===== src/rtl/control_sequencer.sv =====
// Micro-sequencer for a small accumulator CPU: FETCH/DECODE/EXEC with an extra MEM
// cycle for loads and stores, and a HALT state that only reset can leave.
module control_sequencer (
  input  logic       clk,
  input  logic       reset,
  input  logic [3:0] c_opcode,
  input  logic       flag_z,
  input  logic       flag_c,
  output logic       ir_load,
  output logic       pc_inc,
  output logic       pc_load,
  output logic       c_imm,
  output logic       c_a,
  output logic       c_b,
  output logic       a_out,
  output logic       alu_out,
  output logic [2:0] alu_op,
  output logic       mem_rd,
  output logic       mem_wr,
  output logic       out_we,
  output logic       halted,
  output logic [2:0] state
);

  typedef enum logic [2:0] {
    S_FETCH  = 3'd0,
    S_DECODE = 3'd1,
    S_EXEC   = 3'd2,
    S_MEM    = 3'd3,
    S_HALT   = 3'd4
  } state_e;

  state_e state_q, state_d;

  always_ff @(posedge clk) begin
    if (!reset) state_q <= S_FETCH;
    else        state_q <= state_d;
  end

  assign state = state_q;

  // Outputs depend only on the registered state plus the live opcode and flags,
  // so a flag that changes during EXEC of a conditional jump is seen immediately.
  always_comb begin
    state_d = S_FETCH;
    ir_load = 1'b0;
    pc_inc  = 1'b0;
    pc_load = 1'b0;
    c_imm   = 1'b0;
    c_a     = 1'b0;
    c_b     = 1'b0;
    a_out   = 1'b0;
    alu_out = 1'b0;
    alu_op  = 3'd0;
    mem_rd  = 1'b0;
    mem_wr  = 1'b0;
    out_we  = 1'b0;
    halted  = 1'b0;
    case (state_q)
      S_FETCH: begin
        ir_load = 1'b1;
        pc_inc  = 1'b1;
        state_d = S_DECODE;
      end
      S_DECODE: state_d = S_EXEC;
      S_EXEC: begin
        case (c_opcode)
          4'h1: begin c_imm = 1'b1; c_a = 1'b1; end
          4'h2, 4'h3: begin c_imm = 1'b1; state_d = S_MEM; end
          4'h4, 4'h5, 4'h6, 4'h7, 4'h8: begin
            alu_out = 1'b1;
            c_a     = 1'b1;
            alu_op  = 3'(c_opcode - 4'd4);
          end
          4'h9: begin a_out = 1'b1; c_b = 1'b1; end
          4'hA: begin c_imm = 1'b1; pc_load = 1'b1; end
          4'hB: begin c_imm = 1'b1; pc_load = flag_z; end
          4'hC: begin c_imm = 1'b1; pc_load = flag_c; end
          4'hD: begin a_out = 1'b1; out_we = 1'b1; end
          4'hF: state_d = S_HALT;
          default: ;
        endcase
      end
      // The opcode is still held in the instruction register during MEM.
      S_MEM: begin
        if (c_opcode == 4'h2) begin
          mem_rd = 1'b1;
          c_a    = 1'b1;
        end else if (c_opcode == 4'h3) begin
          a_out  = 1'b1;
          mem_wr = 1'b1;
        end
      end
      S_HALT: begin
        halted  = 1'b1;
        state_d = S_HALT;
      end
      default: state_d = S_FETCH;
    endcase
  end

endmodule

===== config.mk =====
export PLATFORM = sky130hd
export DESIGN_NAME = control_sequencer
export DESIGN_NICKNAME = d
export VERILOG_FILES = /design/src/rtl/control_sequencer.sv
export SDC_FILE = /design/constraint.sdc
export NUM_CORES = 1
export LEC_CHECK = 0
export ABC_AREA = 0
export CORE_MARGIN = 2
export CORE_UTILIZATION = 27
export DETAILED_ROUTE_END_ITERATION = 6
export PLACE_DENSITY = 0.68
export SYNTH_ARGS = -nofsm -noshare
export SYNTH_HDL_FRONTEND = slang
export SYNTH_SLANG_ARGS = --single-unit

===== constraint.sdc =====
create_clock -name clk -period 2.87 [get_ports clk]
set_input_delay 0.287 -clock clk [delete_from_list [all_inputs] [get_ports clk]]
set_output_delay 0.287 -clock clk [all_outputs]
set_load 0.005 [all_outputs]

==> metrics.md <==
| Metric | Value |
|---|---|
| Yosys warning count | `0` |
| Antenna cell count | `0` |
| Maximum fanout along the worst path | `10` |
| Largest net degree at the start of global routing | `15` |
| CTS root buf | `clkbuf_4` |
| Setup TNS | `0 ns` |
| Worst hold start | `state[1]` |
| Leak Pwr | `0.000212 uW` |
| Clk Latency, worst-skew pair | `0.23 ns` |
| Total Nets Final | `87` |
| RSZ-0062 raised after global routing | `no` |
| Pwr dens | `294 nW/um2` |
| Mean Syn Cell Area | `6.72 um2` |
| Register area share after synthesis | `16.6%` |
| Max frequency | `0.403 GHz` |
| DRT iter0 DRCs | `19` |
| Vias/cell | `5.17` |
| Worst-Margin Slew | `0.430 ns` |
| Final slew viol count | `0` |
| Critical path's slowest cell | `clkdlybuf4s50_1` |
| Top cell type by total area after synthesis | `dfxtp_1` |
| Fillers | `139` |
| Post-Syn Nets | `62` |
| Cell count along the critical path | `4` |
| CP Class | `primary input to output port` |
| Top delay family on crit path | `buffers and inverters` |
| Compound-gate portion of the synthesized area | `21.4%` |
| GP Congestion | `0.718` |
| Buffers plus inverters on the worst setup path | `2` |
| Post-synth EDFFs | `0` |
| Required time of the critical path | `2.58 ns` |
| Resized cells post-CTS | `0` |
| RR Startpoint | `state[1]` |
| Detailed Routing Iterations Pass 1 | `4` |
| Startpoint types | `primary input` |
| Die H | `40.7 um` |
| Clock slew at reported path FFs | `0.04 ns` |
| Final HPWL DP | `799 um` |
| CTS Buf Count | `3` |
| Post-CTS Setup Inserts | `0` |
| Maxcap violations | `0` |
| GRT Resource Usage Total | `16.5%` |
| Unique masters post-synth | `27` |
| # rows | `13` |
| Die boundary width | `40.7 um` |
| Post-synthesis simple-gate area fraction | `52.8%` |
| Worst Path Arrival | `2.19 ns` |
| Top cells by area, synth | `dfxtp_1 17%, a21oi_1 6.9%, nand2b_1 6.9%, clkbuf_1 5.2%, nand2_1 5.2%` |
| DRC viols | `0` |
| Fin cells | `93` |
| Crit share post-route | `86.5%` |
| CTS tree | `yes` |
| Status | `complete, no violations` |
| Mux cell area share after synthesis | `0%` |
| Hold Crit Depth | `1` |
| Crit path largest cell delay | `0.65 ns` |
| First-pass GRT wire length | `1840 um` |
| Initial antenna violation count | `0` |
| Async SR Flop Fraction | `0%` |
| Final setup viols | `0` |
| CTS H-tree depth | `1` |
| Max FFs per register | `3` |
| Prevailing post-synth register cell | `dfxtp_1` |
| Hold crit path type | `flop to flop` |
| Via count | `481` |
| Io pins | `26` |
| Worst reg2reg path depth | `3` |
| Share of cells above drive strength 1 | `10.3%` |
| Wire per inst | `12.2 um` |
| Die footprint | `1650 um2` |
| Sink Count | `3` |
| Cells after synthesis | `54` |
| VDD IR max | `0.240 mV` |
| Xor and xnor area share after synthesis | `0%` |
| Yosys reg bits | `3` |
| Effective utilization at floorplan | `28.2%` |
| Antenna Nets Post-Route | `0` |
| Final hold violations | `0` |
| Crit path launch | `c_opcode[3]` |
| Hold buffer count at cts | `0` |
| Gr ovfl total | `0` |
| Area delta synth->final | `76.2%` |
| Vias in the first global route | `431` |
| Cell chain of the critical path | `clkdlybuf4s50_1 > or3b_2 > nor4_1 > clkdlybuf4s50_1` |
| Largest family of logic cells by synthesized area | `simple AND/OR/NAND/NOR gates` |
| Port Buf Inserts | `25` |
| Top-area cell type share of the netlist area | `16.6%` |
| Design Power | `188 uW` |
| Core area | `1280 um2` |
| Relative slew slack | `71.3%` |
| Clock Skews | `0.00230 ns` |
| CTS max path bufs | `2` |
| Slack of the critical path | `0.388 ns` |
| CP Capture Type | `output port` |
| Mapped Area | `363 um2` |
| Adder-cell share of the synthesized area | `0%` |
| CP most frequent cell | `clkdlybuf4s50_1` |
| Top post-synthesis cells by count | `5 x a21oi_1, 5 x clkbuf_1, 5 x nand2_1, 5 x nor2_1, 4 x nand2b_1` |
| Placed Instances | `89` |
| Final min period | `2.48 ns` |
| WL final | `1140 um` |
| Pre-CTS WS | `0.389 ns` |
[worst paths after layout]
path / endpoint / slack (ns)
max: alu_op[2] / 0.39
min reg2reg: state[0] / 0.56
max reg2reg: state[0] / 1.44
min: state[0] / 0.56
[placed cells by master, fill, tap and decap left out, types with 2 or more instances in the layout]
cell | synthesis | layout
a21oi_1 | 5 | 5
clkbuf_4 | 0 | 3
clkdlybuf4s50_1 | 0 | 25
dfxtp_1 | 3 | 3
inv_1 | 2 | 2
nand2_1 | 5 | 5
nand2b_1 | 4 | 4
nand3_1 | 3 | 3
nor2_1 | 5 | 5
nor3_1 | 3 | 3
nor4_1 | 2 | 2
[routing by layer]
metal / routed length (um) / up-vias / global-route usage [%]
li1: - / 242 / -
met5: 0 / - / 0
met1: 531 / 222 / 20.1
met4: 0 / 0 / 7.50
met2: 533 / 17 / 26.6
met3: 71 / 0 / 4.89
[cell families after synthesis]
| kind of cell | Yosys count |
|---|---|
| simple gates | 31 |
| compound gates | 12 |
| buf+inv | 8 |
| flops | 3 |
[cell type report]
class	count	area [um2]	area share (%)
repair buffers	26	258	40.3
clock buffers	4	26.3	4.11
flip-flops and latches	3	60.1	9.39
multi-input cells	43	269	42.1
well taps	15	18.8	2.94
inverters	2	7.51	1.17
[metrics by stage]
stage / hold WS [ns] / util (%) / cell area [um2]
2_1_floorplan: 0.403 / - / 363
3_3_place_gp: 0.549 / 47.7 / 613
3_5_place_dp: 0.547 / 47.7 / 613
4_1_cts: 0.575 / 49.8 / 639
5_1_grt: 0.626 / 49.8 / 639
6_report: 0.562 / 49.8 / 639
[where the power goes]
| part | switching (uW) | internal [uW] |
|---|---|---|
| Clock | 22.8 | 52.2 |
| Sequential | 7.55 | 44.6 |
| Combinational | 26.1 | 34.5 |
Note: power is estimated with default switching activity, not from simulation.
